$ cat config.mk
export PLATFORM = sky130hd
export DESIGN_NAME = prbs7_predictor
export DESIGN_NICKNAME = d
export VERILOG_FILES = /design/src/rtl/rx_slicer_pkg.sv /design/src/rtl/rx_slicer_prbs_checker_prbs7.sv
export SDC_FILE = /design/constraint.sdc
export NUM_CORES = 1
export LEC_CHECK = 0
export BUFFER_PORTS_ARGS = -buffer_cell sky130_fd_sc_hd__buf_2
export CAP_MARGIN = 10
export CORE_AREA = 2 2 39 41
export CTS_BUF_LIST = sky130_fd_sc_hd__clkbuf_16
export CTS_CLUSTER_SIZE = 40
export DETAILED_ROUTE_END_ITERATION = 8
export DIE_AREA = 0 0 41 43
export PLACE_DENSITY = 0.53
export SYNTH_ARGS = -nofsm -noshare
export SYNTH_HDL_FRONTEND = slang
export SYNTH_SLANG_ARGS = --single-unit
$ cat constraint.sdc
create_clock -name clk -period 1.6 [get_ports clk]
set_input_delay 0.24 -clock clk [delete_from_list [all_inputs] [get_ports clk]]
set_output_delay 0.24 -clock clk [all_outputs]
set_load 0.03 [all_outputs]
$ cat src/rtl/rx_slicer_pkg.sv
// Shared types and constants for the RX slicer / PRBS7 checker.
// Latency: n/a (declarations only).
// Backpressure: n/a.
package rx_slicer_pkg;

    // Checker FSM: SEED fills the predictor, CHECK compares against it.
    typedef enum logic {
        SEED  = 1'b0,
        CHECK = 1'b1
    } state_t;

    // PRBS7, x^7 + x^6 + 1: the next bit is the XOR of the bits
    // received 7 and 6 UIs ago (lfsr[6] and lfsr[5] with LSB-in shifting).
    localparam int PRBS_ORDER  = 7;
    localparam int PRBS_TAP_A  = 6;
    localparam int PRBS_TAP_B  = 5;

    function automatic logic prbs7_pred(input logic [PRBS_ORDER-1:0] s);
        return s[PRBS_TAP_A] ^ s[PRBS_TAP_B];
    endfunction

endpackage

$ cat src/rtl/rx_slicer_prbs_checker_prbs7.sv
// PRBS7 predictor: history register of received bits plus seed counter.
// Latency: pred/seeded reflect all bits shifted up to the previous edge.
// Backpressure: none; shifts whenever shift is high.
//
// Ports:
//   clk, rst  - clock, synchronous active-high reset
//   shift     - advance by one received bit
//   bit_in    - received bit (shifted into lfsr[0])
//   reseed    - restart the seed count (lfsr content is kept)
//   pred      - predicted value of the next received bit
//   seeded    - PRBS_ORDER bits shifted in since the last reset/reseed
module prbs7_predictor
    import rx_slicer_pkg::*;
(
    input  logic clk,
    input  logic rst,
    input  logic shift,
    input  logic bit_in,
    input  logic reseed,
    output logic pred,
    output logic seeded
);

    localparam int SEED_W = $clog2(PRBS_ORDER + 1);

    logic [PRBS_ORDER-1:0] lfsr;
    logic [SEED_W-1:0]     seed_cnt;

    // The received bit is shifted in, not the prediction, so the
    // predictor re-aligns itself after any bit error.
    always_ff @(posedge clk) begin
        if (rst) begin
            lfsr     <= '0;
            seed_cnt <= '0;
        end else begin
            if (shift) begin
                lfsr <= {lfsr[PRBS_ORDER-2:0], bit_in};
            end
            if (reseed) begin
                seed_cnt <= '0;
            end else if (shift && !seeded) begin
                seed_cnt <= seed_cnt + SEED_W'(1);
            end
        end
    end

    assign seeded = (seed_cnt == SEED_W'(PRBS_ORDER));
    assign pred   = prbs7_pred(lfsr);

endmodule

==> results of run 1 <==
[synthesized netlist by cell type]
library cell  count  area (sq um)
nor2_1            7          26.3
buf_6             1          11.3
mux2i_1           9          90.1
clkbuf_1          1          3.75
dfxtp_1          10           200
xor2_1            1          8.76
nor3_1            3          15.0
xnor2_1           1          8.76
nor2b_4           1          13.8
ha_1              2          25.0
[layout make-up]
| cell class | count | area, sq um | area share |
|---|---|---|---|
| Multi-Input combinational cell | 24 | 188 | 0.366 |
| Timing Repair Buffer | 6 | 30.0 | 0.0585 |
| Sequential cell | 10 | 200 | 0.390 |
| Tap cell | 16 | 20.0 | 0.0390 |
| Clock buffer | 3 | 75.1 | 0.146 |
[cells by family (layout without fill, tap and decap cells)]
| kind of cell | after synthesis | after routing | synth area share |
|---|---|---|---|
| xor gates and xnor gates | 2 | 2 | 0.0435 |
| adders and majority gates | 2 | 2 | 0.0621 |
| buffers and inverters | 2 | 9 | 0.0373 |
| DFF | 10 | 10 | 0.497 |
| muxes | 9 | 9 | 0.224 |
| and+or+nand+nor | 11 | 11 | 0.137 |
[power by group]
group / internal (mW) / switching, mW
combinational: 0.0148 / 0.0146
clock: 0.323 / 0.101
sequential: 0.255 / 0.00244
[worst min-delay path by stage]
| stage | end | slack (ps) | cells past startpoint |
|---|---|---|---|
| 2_1_floorplan | seed_cnt[0]$_SDFFE_PP0P_ | 320 | 1 |
| 3_3_place_gp | seed_cnt[0]$_SDFFE_PP0P_ | 440 | 2 |
| 3_5_place_dp | seed_cnt[0]$_SDFFE_PP0P_ | 450 | 2 |
| 4_1_cts | seed_cnt[0]$_SDFFE_PP0P_ | 200 | 2 |
| 5_1_grt | seed_cnt[2]$_SDFFE_PP0P_ | 220 | 2 |
| 6_report | seed_cnt[0]$_SDFFE_PP0P_ | 200 | 2 |
[state kept, by name, indices dropped and copies added, names as in the netlist]
name / flops
seed_cnt: 3
lfsr: 7
[routing by layer]
layer  up-vias  global-route usage
li1        136                   -
met1       118              0.0855
met2         4               0.113
met3         0              0.0157
met4         0               0.100
met5         -                   0
[layout by cell type, fill, tap and decap left out]
cell type	instances
dfxtp_1	10
mux2i_1	9
nor2_1	7
buf_2	6
nor3_1	3
clkbuf_16	3
ha_1	2
xor2_1	1
nor2b_4	1
xnor2_1	1
[worst max-delay path, stage by stage (launching register included)]
cell	delay, ps
dfxtp_1	310
ha_1	190
ha_1	210
buf_2	190
==> metrics.md, run 1 <==
| Metric | Value |
|---|---|
| CP arrival | `1140 ps` |
| Chip width | `41 microns` |
| Layout cells sized above 1 | `0.233` |
| Critical Path RT | `1360 ps` |
| Reg-to-Reg Start | `seed_cnt[0]$_SDFFE_PP0P_` |
| Antenna cell count | `0` |
| Placed cell count | `56` |
| Max layer used | `met3` |
| Worst setup EP type | `output pin` |
| Overall power | `711 uW` |
| Crit path to | `seeded` |
| First-pass GRT wire length | `897 microns` |
| Post CTS Setup Buffer Count | `0` |
| Clock skew after layout | `2.20 ps` |
| Maxcap violations | `0` |
| Num CTS Buffers | `3` |
| GRT Total Usage | `0.0809` |
| Non-Filler Instances | `59` |
| Max Fanout on Critical Path | `2` |
| Worst R2R Setup Slack | `340 ps` |
| Place WS | `344 ps` |
| Finished Core Util | `0.371` |
| DR vias/cell | `4.37` |
| Worst reg2reg endpoint | `seed_cnt[2]$_SDFFE_PP0P_` |
| Clk_lat worst skew | `230 ps` |
| Post-CTS sizing | `0` |
| Outcome | `completed` |
| Post-place instance area | `438 sq um` |
| Vias post-DR | `258` |
| IO Count | `7` |
| Worst Setup SP | `seed_cnt[0]$_SDFFE_PP0P_` |
| RSZ-0062 raised after global routing | `false` |
| Post-DRT Antenna Nets | `0` |
| Final Cell Area | `513 sq um` |
| Drc violations | `0` |
| Hold Startpoint | `reseed` |
| Final-layout fill cell count | `144` |
| Final period util | `0.864` |
| Total gr overflow | `0` |
| Hold Slack | `202 ps` |
| Period minus WS final | `1380 ps` |
| Detailed router's first-iteration violation count | `4` |
| Unique masters post-synth | `10` |
| Initial antenna violation count | `0` |
| Avg Cell Area, Syn | `11.2 sq um` |
| Relative slew slack | `0.855` |
| Die area | `1760 sq um` |
| Synthesized area | `403 sq um` |
| Critical Path Start Type | `flop` |
| P&R area growth vs syn | `27.3%` |
| Detailed Route WL | `559 microns` |
| Sequential-to-total area share from yosys stat | `0.497` |
| Power Dens Cells | `1390 nW/um^2` |
| Initial Utilization | `0.291` |
| M1 WL | `275 microns` |
| Net Count, Synth | `43` |
| Post-Syn Instances | `36` |
| Largest net degree at the start of global routing | `11` |
| Core Footprint | `1380 sq um` |
| R2R cell count | `5` |
| Final net count | `52` |
| Row Count | `14` |
| CTS sink cnt | `10` |
| Worst Hold Class | `primary input to flop` |
| Met2 wire length | `266 microns` |
| CTS Buffer Depth | `2` |
| Worst-margin pin slew | `217 ps` |
| Metal3 WL | `17 microns` |
| CTS tree | `done` |
| Vias in the first global route | `247` |
| Final RePlAce weighted congestion | `0.613` |
| Setup TNS Final | `0 ps` |
| Final setup violation count | `0` |
| Fmax | `724 MHz` |
| WS Path Type | `flop to output pin` |
| Flops & latches, synth | `10` |
| Final worst setup slack | `218 ps` |
| # hold bufs at CTS | `0` |
| Fin. max-slew vios | `0` |
| Yosys warns | `0` |
| Max VDD drop | `595 uV` |
| Hold Violations, Final | `0` |
| Leak | `0.251 nW` |
| CTS Root Cell | `clkbuf_16` |
| Die height | `43 microns` |
| DR pass1 iterations | `2` |
| Clock Pin Slew Worst Setup and Hold Paths | `40 ps` |
| Routed len/inst | `9.47 microns` |
| CTS H-tree depth | `1` |
| Port buffer count | `6` |
Power figures use the tool's default switching activity.
==> run 2, diff against run 1 <==
--- a/config.mk
+++ b/config.mk
@@ -13,6 +13,7 @@
 export DETAILED_ROUTE_END_ITERATION = 8
 export DIE_AREA = 0 0 41 43
 export PLACE_DENSITY = 0.53
+export SETUP_SLACK_MARGIN = 0.3
 export SYNTH_ARGS = -nofsm -noshare
 export SYNTH_HDL_FRONTEND = slang
 export SYNTH_SLANG_ARGS = --single-unit
==> run 2 against run 1 <==
Compared with the run above: via count shrank 0.39%; largest cell class is now multi-input combinational cells; register-to-register slack gained 70 ps; combinational power is essentially flat; clock skew shrank 0.85 ps; power is essentially flat; sequential power is essentially flat; utilization grew 1.6 points; hold slack lost 4.1 ps; sequential share of layout area shrank 1.4 points; count of clock-buffer cells in the layout is the same.
==> metrics.md, run 2 (synthesis gave the netlist of run 1 again) <==
| Metric | Value |
|---|---|
| Most frequent cells in the layout | `mux2i_1 (9), dfxtp_1 (9), nor2_1 (7)` |
| Power Dens Cells | `1330 nW/um^2` |
| Crit path to | `seeded` |
| CTS Root Cell | `clkbuf_16` |
| RSZ-0062 raised after global routing | `false` |
| Period minus WS final | `1280 ps` |
| Leak | `0.246 nW` |
| Detailed router's first-iteration violation count | `0` |
| Hold Slack | `198 ps` |
| Setup TNS Final | `0 ps` |
| IO Count | `7` |
| GRT Total Usage | `0.0807` |
| Final net count | `52` |
| Core Footprint | `1380 sq um` |
| Non-Filler Instances | `59` |
| WS Path Type | `flop to output pin` |
| P&R area growth vs syn | `32.9%` |
| Max Fanout on Critical Path | `2` |
| Reg-to-Reg Start | `seed_cnt[0]$_SDFFE_PP0P_` |
| Final RePlAce weighted congestion | `0.581` |
| Maxcap violations | `0` |
| Clock Power Share | `0.595` |
| Fin. max-slew vios | `0` |
| CTS Buffer Depth | `2` |
| P_sw | `118 uW` |
| Drc violations | `0` |
| Fmax | `784 MHz` |
| CTS H-tree depth | `1` |
| Outcome | `completed` |
| DR vias/cell | `4.36` |
| Clock Pin Slew Worst Setup and Hold Paths | `40 ps` |
| Die area | `1760 sq um` |
| Row Count | `14` |
| CP arrival | `1040 ps` |
| Routed len/inst | `9.66 microns` |
| Overall power | `711 uW` |
| Chip width | `41 microns` |
| Post-DRT Antenna Nets | `0` |
| Final-layout fill cell count | `140` |
| Critical Path RT | `1360 ps` |
| Vias in the first global route | `237` |
| Top flop regs | `lfsr x7, seed_cnt x3` |
| CTS tree | `done` |
| Worst Setup SP | `seed_cnt[0]$_SDFFE_PP0P_` |
| Worst Hold Class | `primary input to flop` |
| Sw frac | `0.165` |
| Met2 wire length | `290 microns` |
| R2R cell count | `5` |
| Detailed Route WL | `570 microns` |
| First-pass GRT wire length | `917 microns` |
| Layout cells sized above 1 | `0.302` |
| Largest net degree at the start of global routing | `11` |
| Part of the power in combinational logic | `0.042` |
| Internal power | `593 uW` |
| Worst setup EP type | `output pin` |
| M1 WL | `264 microns` |
| Worst R2R Setup Slack | `410 ps` |
| Max VDD drop | `627 uV` |
| Initial Utilization | `0.291` |
| Num CTS Buffers | `3` |
| Max reg flops | `7` |
| Top reg by flops | `lfsr` |
| Final setup violation count | `0` |
| # hold bufs at CTS | `0` |
| Die height | `43 microns` |
| Relative slew slack | `0.853` |
| Final period util | `0.798` |
| DR pass1 iterations | `1` |
| Worst-margin pin slew | `221 ps` |
| Max layer used | `met3` |
| Worst reg2reg endpoint | `seed_cnt[2]$_SDFFE_PP0P_` |
| Clock skew after layout | `1.35 ps` |
| Total gr overflow | `0` |
| Seq pwr share | `0.363` |
| CTS sink cnt | `10` |
| Antenna cell count | `0` |
| Hold Violations, Final | `0` |
| Metal3 WL | `15 microns` |
| Critical Path Start Type | `flop` |
| Port buffer count | `6` |
| Placed cell count | `56` |
| Initial antenna violation count | `0` |
| Clk_lat worst skew | `230 ps` |
| Vias post-DR | `257` |
[run 2: cell count changes in the layout (fill, tap and decap cells not counted)]
cell / delta
ha_2: +1
dfxtp_2: +1
buf_6: +1
ha_4: +1
dfxtp_1: -1
buf_2: -1
ha_1: -2
[run 2: worst min path at each step]
stage / start / end / slack (ps) / cells past startpoint
3_5_place_dp: reseed / seed_cnt[0]$_SDFFE_PP0P_ / 450 / 2
3_3_place_gp: reseed / seed_cnt[0]$_SDFFE_PP0P_ / 440 / 2
2_1_floorplan: reseed / seed_cnt[0]$_SDFFE_PP0P_ / 320 / 1
5_1_grt: reseed / seed_cnt[0]$_SDFFE_PP0P_ / 220 / 2
4_1_cts: reseed / seed_cnt[0]$_SDFFE_PP0P_ / 210 / 2
6_report: reseed / seed_cnt[0]$_SDFFE_PP0P_ / 200 / 2
[run 2: routing by layer]
| metal | up-vias | global-route usage |
|---|---|---|
| li1 | 134 | - |
| met5 | - | 0 |
| met1 | 119 | 0.0948 |
| met4 | 0 | 0.0800 |
| met2 | 4 | 0.113 |
| met3 | 0 | 0.0157 |
[run 2: timing repair]
item / CTS / global route
gates cloned: 0 / 0
gates resized for setup: 4 / 1
endpoints found under the setup margin: 1 / 1
buffers inserted: 0 / 0
[run 2: area by class of cell]
type,count,area (sq um),share of cell area
clock buffer,3,75.1,0.140
multi-input combinational,24,203,0.379
sequential,10,201,0.376
tap,16,20.0,0.0374
timing repair buffer,6,36.3,0.0678
[run 2: critical path, cell delays in order, from the launching register on]
cell and delay (ps):
dfxtp_2 320, ha_2 190, ha_4 170, buf_6 130
[run 2: stage by stage]
| stage | utilization | setup WS (ps) | cell area (sq um) |
|---|---|---|---|
| 2_1_floorplan | - | 339 | 405 |
| 3_3_place_gp | 0.318 | 382 | 440 |
| 3_5_place_dp | 0.318 | 382 | 440 |
| 4_1_cts | 0.386 | 311 | 534 |
| 5_1_grt | 0.387 | 304 | 536 |
| 6_report | 0.387 | 324 | 536 |
[run 2: power by group through the flow]
stage	Sequential (mW)	Clock, mW	Combinational (mW)
floorplan	0.261	0	0.0246
global placement	0.262	0	0.0300
detailed placement	0.262	0	0.0302
CTS	0.258	0.434	0.0305
global route	0.259	0.441	0.0329
finish	0.258	0.423	0.0295
==> run 3, diff against run 2 <==
==> constraint.sdc (replaced) <==
create_clock -name clk -period 1.2 [get_ports clk]
set_input_delay 0.18 -clock clk [delete_from_list [all_inputs] [get_ports clk]]
set_output_delay 0.18 -clock clk [all_outputs]
set_load 0.03 [all_outputs]
==> run 3 against run 2 <==
Compared with the run above: final cell count grew 5.1%; count of clock-buffer cells in the layout unchanged; hold slack got worse by 62 ps; global-route usage rose by 2.4 points; sequential power rose by 34%; critical path type is now flop to flop; the run now ends with negative setup slack left; largest cell class unchanged.
==> metrics.md, run 3 (synthesis gave the netlist of run 1 again) <==
| Metric | Value |
|---|---|
| Top flop regs | `lfsr x7, seed_cnt x3` |
| Critical Path Start Type | `flop` |
| Max VDD drop | `745 uV` |
| Fin. max-slew vios | `0` |
| Worst path buffer plus inverter count | `0` |
| Sw frac | `0.167` |
| Seq pwr share | `0.362` |
| Post-DRT Antenna Nets | `0` |
| Final period util | `1.01` |
| R2R cell count | `5` |
| Critical Path Stages | `5` |
| First-pass GRT wire length | `1090 microns` |
| CTS sink cnt | `10` |
| Final setup violation count | `2` |
| Die height | `43 microns` |
| Initial antenna violation count | `0` |
| Overall power | `957 uW` |
| Top delay family on crit path | `flip-flops` |
| CTS Root Cell | `clkbuf_16` |
| Final HPWL DP | `474 microns` |
| Routed len/inst | `11.7 microns` |
| Top reg by flops | `lfsr` |
| Most frequent CP cell | `ha_4` |
| Period minus WS final | `1210 ps` |
| Clock skew after layout | `0.378 ps` |
| Clock Power Share | `0.588` |
| Core Footprint | `1380 sq um` |
| Relative slew slack | `0.900` |
| Worst setup EP type | `flop` |
| CTS Buffer Depth | `2` |
| Clock Pin Slew Worst Setup and Hold Paths | `40 ps` |
| Max reg flops | `7` |
| Hold Path Depth | `2` |
| Layout cells sized above 1 | `0.435` |
| Drc violations | `0` |
| Worst-path cell chain | `ha_4, ha_4, nor2b_4, mux2i_1, nor3_1` |
| Final RePlAce weighted congestion | `0.635` |
| Place WS | `12.9 ps` |
| Maxcap violations | `0` |
| Part of the power in combinational logic | `0.050` |
| GRT Total Usage | `0.105` |
| Largest net degree at the start of global routing | `11` |
| Internal power | `797 uW` |
| Crit-path max cell delay | `330 ps` |
| IO Count | `7` |
| CP arrival | `1320 ps` |
| Worst-margin pin slew | `146 ps` |
| Final worst setup slack | `-7.25 ps` |
| DR pass1 iterations | `2` |
| Worst path slowest cell | `dfxtp_2` |
| Critical Path RT | `1320 ps` |
| WS Path Type | `flop to flop` |
| Initial Utilization | `0.291` |
| Num CTS Buffers | `3` |
| Fmax | `828 MHz` |
| Hold Violations, Final | `0` |
| # hold bufs at CTS | `0` |
| Most frequent cells in the layout | `mux2i_1 (9), nor2_1 (7), dfxtp_1 (6)` |
| Chip width | `41 microns` |
| Clk_lat worst skew | `230 ps` |
| Failing checks | `negative setup slack` |
| Final net count | `55` |
| Total gr overflow | `0` |
| Final Cell Area | `586 sq um` |
| Max Fanout on Critical Path | `3` |
| Detailed Route WL | `723 microns` |
| Port buffer count | `6` |
| Post-place instance area | `480 sq um` |
| Outcome | `complete, but fails checks` |
| Die area | `1760 sq um` |
| P&R area growth vs syn | `45.3%` |
| Vias in the first global route | `267` |
| DR vias/cell | `4.32` |
| Row Count | `14` |
| P_sw | `160 uW` |
| Vias post-DR | `268` |
| CTS H-tree depth | `1` |
| Antenna cell count | `0` |
| Worst Hold Class | `primary input to flop` |
| Leak | `0.264 nW` |
| RSZ-0062 raised after global routing | `true` |
| Detailed router's first-iteration violation count | `1` |
| CTS tree | `done` |
| Power Dens Cells | `1630 nW/um^2` |
| Commonest non-fill, non-tap cell in the layout | `mux2i_1` |
[run 3: worst reg2reg max path: cells and delay by family, from the launching register on]
| kind | cells | cell delay [ps] |
|---|---|---|
| multiplexers | 1 | 220 |
| AND/OR/NAND/NOR | 2 | 220 |
| flip-flops | 1 | 330 |
| adder cells (fa/ha/maj) | 2 | 330 |
[run 3: timing repair]
item / in CTS / in global routing
gates cloned: 0 / 0
buffers inserted: 2 / 0
pin swaps: 3 / 2
endpoints found under the setup margin: 5 / 5
resized for setup: 6 / 0
[run 3: metrics by stage]
step                instances  hold slack (ps)   util  setup TNS [ps]
finish                     62              136  0.423           -9.03
global placement           57              367  0.347               0
CTS                        62              132  0.423           -15.9
detailed placement         57              373  0.347               0
global route               62              144  0.423           -82.3
floorplan                  36              250      -               0
[run 3: worst paths after layout]
kind / slack (ps) / start / end
min reg2reg: 490 / lfsr[3]$_SDFFE_PP0P_ / lfsr[3]$_SDFFE_PP0P_
max: -7 / seed_cnt[1]$_SDFFE_PP0P_ / seed_cnt[2]$_SDFFE_PP0P_
max reg2reg: -7 / seed_cnt[1]$_SDFFE_PP0P_ / seed_cnt[2]$_SDFFE_PP0P_
min: 140 / reseed / seed_cnt[0]$_SDFFE_PP0P_
[run 3: per-layer routing]
layer | track usage | wire, microns | vias to the layer above
met5 | 0 | 0 | -
met4 | 0.100 | 6 | 0
met3 | 0.0471 | 30 | 2
met2 | 0.156 | 393 | 5
met1 | 0.0980 | 292 | 120
li1 | - | - | 141
[run 3: area by class of cell]
type | count | area, sq um
clock buffer | 3 | 75.1
multi-input combinational | 24 | 220
sequential | 10 | 205
tap | 16 | 20.0
fill | 126 | 798
timing repair buffer | 9 | 65.1
[run 3: power by group through the flow]
stage | sequential, mW | combinational (mW) | clock (mW)
after global routing | 0.346 | 0.0515 | 0.596
after detailed placement | 0.351 | 0.0438 | 0
after floorplan | 0.350 | 0.0334 | 0
final | 0.346 | 0.0480 | 0.563
after global placement | 0.350 | 0.0412 | 0
after CTS | 0.346 | 0.0480 | 0.579
